## config.mk

```make
export PLATFORM = sky130hd
export DESIGN_NAME = uart_tx_arbiter
export DESIGN_NICKNAME = d
export VERILOG_FILES = /design/src/rtl/uart_tx_arbiter.sv
export SDC_FILE = /design/constraint.sdc
export NUM_CORES = 1
export LEC_CHECK = 0
export CORE_MARGIN = 2
export CORE_UTILIZATION = 50
export CTS_BUF_LIST = sky130_fd_sc_hd__clkbuf_16
export CTS_CLUSTER_DIAMETER = 100
export DETAILED_ROUTE_END_ITERATION = 12
export GPL_TIMING_DRIVEN = 0
export MAX_ROUTING_LAYER = met4
export PLACE_DENSITY = 0.88
export SYNTH_ARGS = -nofsm -noshare
export SYNTH_HDL_FRONTEND = slang
export SYNTH_SLANG_ARGS = --single-unit
export TNS_END_PERCENT = 100
```

## constraint.sdc

```tcl
create_clock -name clk -period 4.8 [get_ports clk]
set_input_delay 0.72 -clock clk [delete_from_list [all_inputs] [get_ports clk]]
set_output_delay 0.72 -clock clk [all_outputs]
set_load 0.05 [all_outputs]
```

## src/rtl/uart_tx_arbiter.sv

```systemverilog
// Round-robin arbiter that shares one UART transmitter between N_REQ requesters,
// with per-message locking and a per-byte completion timeout.
// Ports:
//   clk, rst              system clock, synchronous active-high reset
//   i_req/i_last/i_byte   per-requester request, end-of-message flag, data byte
//   o_grant               one-hot current owner (zero when unowned)
//   o_ack                 one-cycle pulse to the owner once its byte is sent
//   o_tx_dv/o_tx_byte     launch pulse and byte towards the UART transmitter
//   i_tx_active/i_tx_done transmitter busy level and completion pulse
//   o_busy                arbiter not idle or a message lock is held
//   o_timeout             one-cycle pulse when a byte is aborted
module uart_tx_arbiter #(
  parameter int unsigned N_REQ       = 4,
  parameter int unsigned TIMEOUT_CYC = 1000
) (
  input  logic               clk,
  input  logic               rst,
  input  logic [N_REQ-1:0]   i_req,
  input  logic [N_REQ-1:0]   i_last,
  input  logic [8*N_REQ-1:0] i_byte,
  output logic [N_REQ-1:0]   o_grant,
  output logic [N_REQ-1:0]   o_ack,
  output logic               o_tx_dv,
  output logic [7:0]         o_tx_byte,
  input  logic               i_tx_active,
  input  logic               i_tx_done,
  output logic               o_busy,
  output logic               o_timeout
);

  localparam int unsigned IDX_W = (N_REQ > 1) ? $clog2(N_REQ) : 1;
  localparam int unsigned CNT_W = $clog2(TIMEOUT_CYC + 1);

  typedef enum logic [1:0] {ST_IDLE, ST_WAIT, ST_ACK} state_t;

  state_t             state_q, state_d;
  logic               lock_q, lock_d;
  logic               last_q, last_d;
  logic [IDX_W-1:0]   ptr_q, ptr_d;
  logic [IDX_W-1:0]   owner_q, owner_d;
  logic [CNT_W-1:0]   cnt_q, cnt_d;
  logic [N_REQ-1:0]   grant_d, ack_d;
  logic               tx_dv_d, busy_d, timeout_d;
  logic [7:0]         tx_byte_d;
  logic               rr_found, launch;
  logic [IDX_W-1:0]   rr_win, launch_idx;

  // (a + b) mod N_REQ on requester indices
  function automatic logic [IDX_W-1:0] wrap_add(input logic [IDX_W-1:0] a, input int unsigned b);
    int unsigned s;
    s = (32'(a) + b) % N_REQ;
    return IDX_W'(s);
  endfunction

  // Round-robin search starting at ptr
  always_comb begin
    rr_found = 1'b0;
    rr_win   = '0;
    for (int unsigned i = 0; i < N_REQ; i++) begin
      if (!rr_found && i_req[wrap_add(ptr_q, i)]) begin
        rr_found = 1'b1;
        rr_win   = wrap_add(ptr_q, i);
      end
    end
  end

  // Next-state and registered-output logic
  always_comb begin
    state_d    = state_q;
    lock_d     = lock_q;
    last_d     = last_q;
    ptr_d      = ptr_q;
    owner_d    = owner_q;
    cnt_d      = cnt_q;
    grant_d    = o_grant;
    ack_d      = '0;
    tx_dv_d    = 1'b0;
    tx_byte_d  = o_tx_byte;
    timeout_d  = 1'b0;
    launch     = 1'b0;
    launch_idx = owner_q;

    case (state_q)
      ST_IDLE: begin
        if (lock_q) begin
          if (!i_req[owner_q]) begin
            // owner walked away mid-message
            lock_d  = 1'b0;
            grant_d = '0;
            ptr_d   = wrap_add(owner_q, 1);
          end else if (!i_tx_active) begin
            launch     = 1'b1;
            launch_idx = owner_q;
          end
        end else if (!i_tx_active && rr_found) begin
          launch     = 1'b1;
          launch_idx = rr_win;
        end
        if (launch) begin
          owner_d             = launch_idx;
          grant_d             = '0;
          grant_d[launch_idx] = 1'b1;
          tx_byte_d           = i_byte[32'(launch_idx)*8 +: 8];
          last_d              = i_last[launch_idx];
          tx_dv_d             = 1'b1;
          lock_d              = 1'b1;
          cnt_d               = '0;
          state_d             = ST_WAIT;
        end
      end
      ST_WAIT: begin
        cnt_d = cnt_q + CNT_W'(1);
        // completion takes priority over a coincident terminal count
        if (i_tx_done) begin
          state_d        = ST_ACK;
          ack_d[owner_q] = 1'b1;
        end else if (cnt_q == CNT_W'(TIMEOUT_CYC - 1)) begin
          timeout_d = 1'b1;
          lock_d    = 1'b0;
          grant_d   = '0;
          ptr_d     = wrap_add(owner_q, 1);
          state_d   = ST_IDLE;
        end
      end
      ST_ACK: begin
        state_d = ST_IDLE;
        if (last_q) begin
          lock_d  = 1'b0;
          grant_d = '0;
          ptr_d   = wrap_add(owner_q, 1);
        end
      end
      default: state_d = ST_IDLE;
    endcase

    busy_d = (state_d != ST_IDLE) | lock_d;
  end

  // State and output registers
  always_ff @(posedge clk) begin
    if (rst) begin
      state_q   <= ST_IDLE;
      lock_q    <= 1'b0;
      last_q    <= 1'b0;
      ptr_q     <= '0;
      owner_q   <= '0;
      cnt_q     <= '0;
      o_grant   <= '0;
      o_ack     <= '0;
      o_tx_dv   <= 1'b0;
      o_tx_byte <= 8'h00;
      o_busy    <= 1'b0;
      o_timeout <= 1'b0;
    end else begin
      state_q   <= state_d;
      lock_q    <= lock_d;
      last_q    <= last_d;
      ptr_q     <= ptr_d;
      owner_q   <= owner_d;
      cnt_q     <= cnt_d;
      o_grant   <= grant_d;
      o_ack     <= ack_d;
      o_tx_dv   <= tx_dv_d;
      o_tx_byte <= tx_byte_d;
      o_busy    <= busy_d;
      o_timeout <= timeout_d;
    end
  end

endmodule

```

# Word-level counts from Yosys, hierarchy flattened
# Cells that the tools add are included.
[totals]
reg_bits = 37
inputBits = 44
out_inout_bits = 19
word_cells = 122
[classes]
n_addsub = 5
magnitude_cmp = 8
n_eq_ne = 11
shift = 1
mux = 60
n_bitwise = 4
reduce_logical = 21
[ops]
columns = ["operator", "n"]
rows = [
  ["indexed part select 32 x 6 -> 8 bit", 1],
  ["2-to-1 mux 2 bit", 15],
  ["2-to-1 mux 1 bit", 25],
  ["2-to-1 mux 4 bit", 6],
  ["case mux 10 bit (2 select lines)", 1],
  ["less-than comparator 2 x 3 -> 1 bit (second input constant)", 6],
  ["binary-select mux 1 bit (select 2 bit)", 6],
  ["inequality test 2 bit (second input constant)", 6],
  ["case mux 4 bit (3 select lines)", 1],
  ["AND reduction 6 bit", 2],
  ["adder 10 x 1 -> 10 bit (second input constant)", 1],
  ["== test 10 bit (second input constant)", 1],
  ["2-to-1 mux 10 bit", 1],
  ["logical AND 1 bit", 6],
  ["inequality test 3 bit (second input constant)", 2],
  ["case mux 2 bit (3 select lines)", 1],
  ["OR reduction 3 bit", 2],
  ["adder 2 x 1 -> 2 bit (second input constant)", 2],
  ["adder 2 bit (second input constant)", 2],
  ["demux 1 bit (select 2 bit)", 2],
  [">= comparator 2 x 1 -> 1 bit (second input constant)", 2],
  ["zero test 1 bit", 4],
  ["case mux 2 bit (2 select lines)", 1],
  ["AND reduction 2 bit", 2],
  ["other kinds (9)", 12],
]

# Longest topological paths before layout
[depth]
ltp_word = 22
depth_mapped = 7
mapped_depth_nobuf = 6

# Worst setup path before layout
# No wires, ideal clock.
[synth_timing]
path_kind = "input to register"
startpoint = "input port i_req[0]"
endpoint = "register o_busy"
setup_time_ps = 132
t_arrival_ps = 2050
required_ps = 4668
path_slack_ps = 2618
stages = 6
path_buffers = 1
cell_sequence = "or4_4 > a22oi_4 > buf_2 > nor2_1 > a32oi_1 > o211ai_1"
[synth_via]
elab_chain_len = 20
word_cells_on_any_way = 33
cone_classes = "24 x mux; 1 x bitwise; 8 x reduce/logical"
[synth_lines]
columns = ["item", "line_no", "rtl"]
rows = [
  ["start, declared", "18", "input logic [N_REQ-1:0] i_req,"],
  ["binary-select mux 1 bit (select 2 bit)", "60", "if (!rr_found && i_req[wrap_add(ptr_q, i)]) begin"],
  ["2-to-1 mux 1 bit (implied by the code)", "60", ""],
  ["2-to-1 mux 1 bit", "60", ""],
  ["zero test 1 bit", "60", ""],
  ["logical AND 1 bit", "60", ""],
  ["2-to-1 mux 1 bit", "60", ""],
  ["zero test 1 bit", "60", ""],
  ["logical AND 1 bit", "60", ""],
  ["(+4 left out)", "--", ""],
  ["logical AND 1 bit", "95", "end else if (!i_tx_active && rr_found) begin"],
  ["2-to-1 mux 1 bit", "95", ""],
  ["2-to-1 mux 1 bit", "85", "if (lock_q) begin"],
  ["2-to-1 mux 1 bit", "83", "case (state_q)"],
  ["2-to-1 mux 2 bit", "99", "if (launch) begin"],
  ["case mux 2 bit (2 select lines)", "83", ""],
  ["nonzero test 2 bit", "136", "busy_d = (state_d != ST_IDLE) | lock_d;"],
  ["OR 1 bit (*)", "136", ""],
  ["end signal, assigned", "165", "o_busy <= busy_d;"],
  ["end, declared", "27", "output logic o_busy,"],
]
# Mark *: on every way between the ends. The rest lies on a longest branch, timed or not. The select of a mux whose other input is x is not followed.
# A chain may end at the register's enable or synchronous reset.

# Worst setup path in the final report
[layout_timing]
startpoint = "input port i_req[0]"
endpoint = "register last_q"
[layout_via]
elab_chain_len = 18
word_cells_on_any_way = 35
cone_classes = "27 x mux; 8 x reduce/logical"
[layout_lines]
columns = ["item", "line_no", "rtl"]
rows = [
  ["binary-select mux 1 bit (select 2 bit)", "60", ""],
  ["2-to-1 mux 1 bit (implied by the code)", "60", ""],
  ["2-to-1 mux 1 bit", "60", ""],
  ["zero test 1 bit", "60", ""],
  ["logical AND 1 bit", "60", ""],
  ["2-to-1 mux 1 bit", "60", ""],
  ["zero test 1 bit", "60", ""],
  ["logical AND 1 bit", "60", ""],
  ["(+2 left out)", "--", ""],
  ["logical AND 1 bit", "60", ""],
  ["2-to-1 mux 1 bit", "60", ""],
  ["logical AND 1 bit", "95", ""],
  ["2-to-1 mux 2 bit", "95", ""],
  ["2-to-1 mux 2 bit", "85", ""],
  ["2-to-1 mux 2 bit", "83", ""],
  ["binary-select mux 1 bit (select 2 bit)", "104", "last_d = i_last[launch_idx];"],
  ["2-to-1 mux 1 bit (implied by the code)", "104", ""],
  ["end signal, assigned", "157", "last_q <= last_d;"],
  ["end, declared", "38", "logic last_q, last_d;"],
]
# Several ways; a longest one is shown, not always the timed one. The select of a mux whose other input is x is not followed.

==> metrics.md <==
| Metric | Value |
|---|---|
| CTS clk-pin slew, worst paths | 0.05 ns |
| Buffers on Ports | 61 |
| Crit. Startpoint | i_req[0] |
| CTS H-tree lvls | 2 |
| Max Cap Viol | 0 |
| Period utilisation layout | 57.9% |
| Worst Setup Start Kind | primary input |
| Sw Pwr | about 510 µW |
| Vias per inst | 5.81 |
| Reg-to-Reg Start | owner_q[0] |
| Setup TNS | 0 ns |
| Clock Tree Buf Depth | 2 |
| Leak | roughly 1.2 nW |
| Internal Power | 831 µW |
| TritonCTS clock tree | done |
| First-pass GRT wire length | around 8.3 mm |
| Worst Setup EP | last_q |
| Total Nets Final | 343 |
| Tot GR Track Use | 24.3% |
| # fillers | 294 |
| Vias post-DR | between 1500 and 2000 |
| CTS buffer count | 5 |
| CP Max Fanout | 10 |
| Clk_lat worst skew | between 0.2 and 0.3 ns |
| I/O Pins | 63 |
| Ant diodes | 0 |
| Fraction of layout cells with a size suffix above 1 | 6.87% |
| RR Endpoint | o_busy |
| WS Path Type | primary input to register |
| Area leader, netlist | dfxtp_1 |
| Mean Syn Cell Area | between 9 and 10 µm² |
| WL final | just over 5 mm |
| Setup Buffers After CTS | 0 |
| Top cells by count, synth | dfxtp_1, mux2i_1, nor2_1 |
| Comb pwr share | between 40% and 50% |
| Yosys warnings | 0 |
| Max VDD drop | between 0.2 and 0.3 mV |
| Total gr overflow | 0 |
| Vias in the first global route | 1875 |
| First drt pass iteration count | 7 |
| Hold buffers post-CTS | 0 |
| 1st-iter DRT viols | 93 |
| Skew final | between 0.003 and 0.004 ns |
| Area Growth Syn to Fin | 41.0% |
| Async SR Flop Fraction | 0% |
| Post-CTS Resized | 0 |
| Post-Synthesis Cells | 222 |
| Core box area | 3970 µm² |
| Most frequent cell after synthesis | dfxtp_1 |
| Ranking of synthesized cells by area | dfxtp_1, mux2i_1, ha_1 |
| Initial Util | about half |
| Syn_nets | roughly 280 |
| Worst Path Arrival | 2.92 ns |
| DP Wirelength | roughly 3.9 mm |
| Clock power share | 26.6% |
| Hold Vio Cnt, Final | 0 |
| Antenna violations before repair | 0 |
| Hold Path Class | register to register |
| Die height | 67.9 µm |
| Routed Antenna Nets | 0 |
| Synthesized flop and latch total | 37 |
| Min Tclk post-route | 2.78 ns |
| Status | finished clean |
| RSZ-0062 raised after global routing | no |
| Area of the multi-input gates | 1210 µm² |
| Unique masters post-synth | 43 |
| CP required | 4.94 ns |
| Mapped Area | roughly 2000 µm² |
| Top_reg_cell synth | dfxtp_1 |
| Fin. max-slew vios | 0 |
| Seq/Total Area, Yosys | 36.3% |
| Worst relative slew slack | 34.3% |
| Routed wire length per instance | 14.9 µm |
| Sw Ratio | 38.1% |
| Cell Rows | 23 |
| Die X | between 60 and 70 µm |
| Max Fclk | 360 MHz |
| Pwr Density | between 400 and 500 nW/µm² |
| Register Area | about 740 µm² |
| CTS sink count | 37 |
| Sequential power share | 29.8% |
| Largest net degree at the start of global routing | 12 |
| DRC Markers | 0 |
| Post-synth top area share | 36.3% |
| GP Congestion | slightly below 0.8 |
| CTS root buf | clkbuf_16 |
| Reg2reg path depth | 6 |
| Final core occ | 72.4% |
| Post-synth EDFFs | 0 |
| Reg2Reg Setup Slack | 2.56 ns |
| Setup violators final | 0 |
| Die ar. | 4610 µm² |
| Critical Path Sink Type | register |
| Worst Tran Pin Value | 0.977 ns |
| Final hold slack | around 0.46 ns |
power by group through the flow:
stage	logic, mW	registers [mW]	clock network (mW)
3_5_place_dp	0.577	0.406	0
2_1_floorplan	0.299	0.505	0
3_3_place_gp	0.564	0.402	0
4_1_cts	0.583	0.400	0.361
5_1_grt	0.629	0.407	0.377
6_report	0.585	0.400	0.357
worst max-delay path, stage by stage:
cell,delay (ns)
clkdlybuf4s50_1,0.49
nor4_1,0.51
a211oi_1,0.11
a32oi_2,0.34
buf_2,0.35
mux2i_1,0.27
o221ai_1,0.12
layout make-up:
class,instances,area share (%)
Buffer,9,1.52
Clock buffer,5,4.35
Clock inverter,3,1.31
Inverter,13,1.70
Multi-Input combinational cell,163,41.9
Sequential cell,37,25.8
Tap cell,50,2.18
Timing Repair Buffer,61,21.2
worst min-delay path by stage:
stage	from	end	slack (ns)	depth (start not counted)
after CTS	o_tx_byte[1]	o_tx_byte[1]	0.47	2
after detailed placement	last_q	last_q	0.45	2
after global placement	last_q	last_q	0.44	2
after global routing	last_q	last_q	0.48	2
final	o_tx_byte[6]	o_tx_byte[6]	0.46	2
after floorplan	last_q	last_q	0.42	2
state kept, by name, indices dropped and copies added (netlist names):
signal     count
o_grant        4
o_timeout      1
ptr_q          2
o_busy         1
cnt_q         10
last_q         1
state_q        2
o_tx_dv        1
owner_q        2
o_ack          4
o_tx_byte      8
lock_q         1
per-layer routing:
layer	wire length (µm)	track usage, %	up-vias
met5	0	-	-
met4	64	6.50	0
met3	401	6.58	10
met2	2510	40.9	97
met1	2110	28.6	911
li1	-	-	962
kinds of logic (layout without fill, tap and decap cells):
logic type      Yosys count  in the layout  share of synthesized area (%)
mux                      23             23                           12.0
simple gates             73             73                           19.0
xor+xnor                  6              6                           2.58
buf+inv                  22             91                           4.54
flops                    37             37                           36.3
compound gates           52             52                           20.1
fa+ha+maj                 9              9                           5.52
cell usage in the layout, fill, tap and decap left out, types with 3 or more instances in the layout:
master,instances
o31ai_1,4
nand4_1,4
xnor2_1,6
dfxtp_1,37
nand2b_1,4
o221ai_1,9
nand2_1,15
a21oi_1,9
a211oi_1,7
and3_1,5
nand4b_1,3
clkdlybuf4s50_1,61
clkbuf_1,3
ha_1,9
nor2_1,19
mux2i_1,21
buf_2,5
nor2b_1,4
inv_1,14
o21ai_0,7
nand3_1,5
clkbuf_16,5
metrics by stage:
stage	instances	total power [mW]	cell area, µm²	worst slack [ns]
floorplan	222	0.804	2040	2.62
global placement	333	0.966	2710	1.78
detailed placement	333	0.983	2710	1.75
CTS	341	1.34	2880	2.03
global route	341	1.41	2880	1.91
finish	341	1.34	2880	2.02
Power figures use the tool's default switching activity.
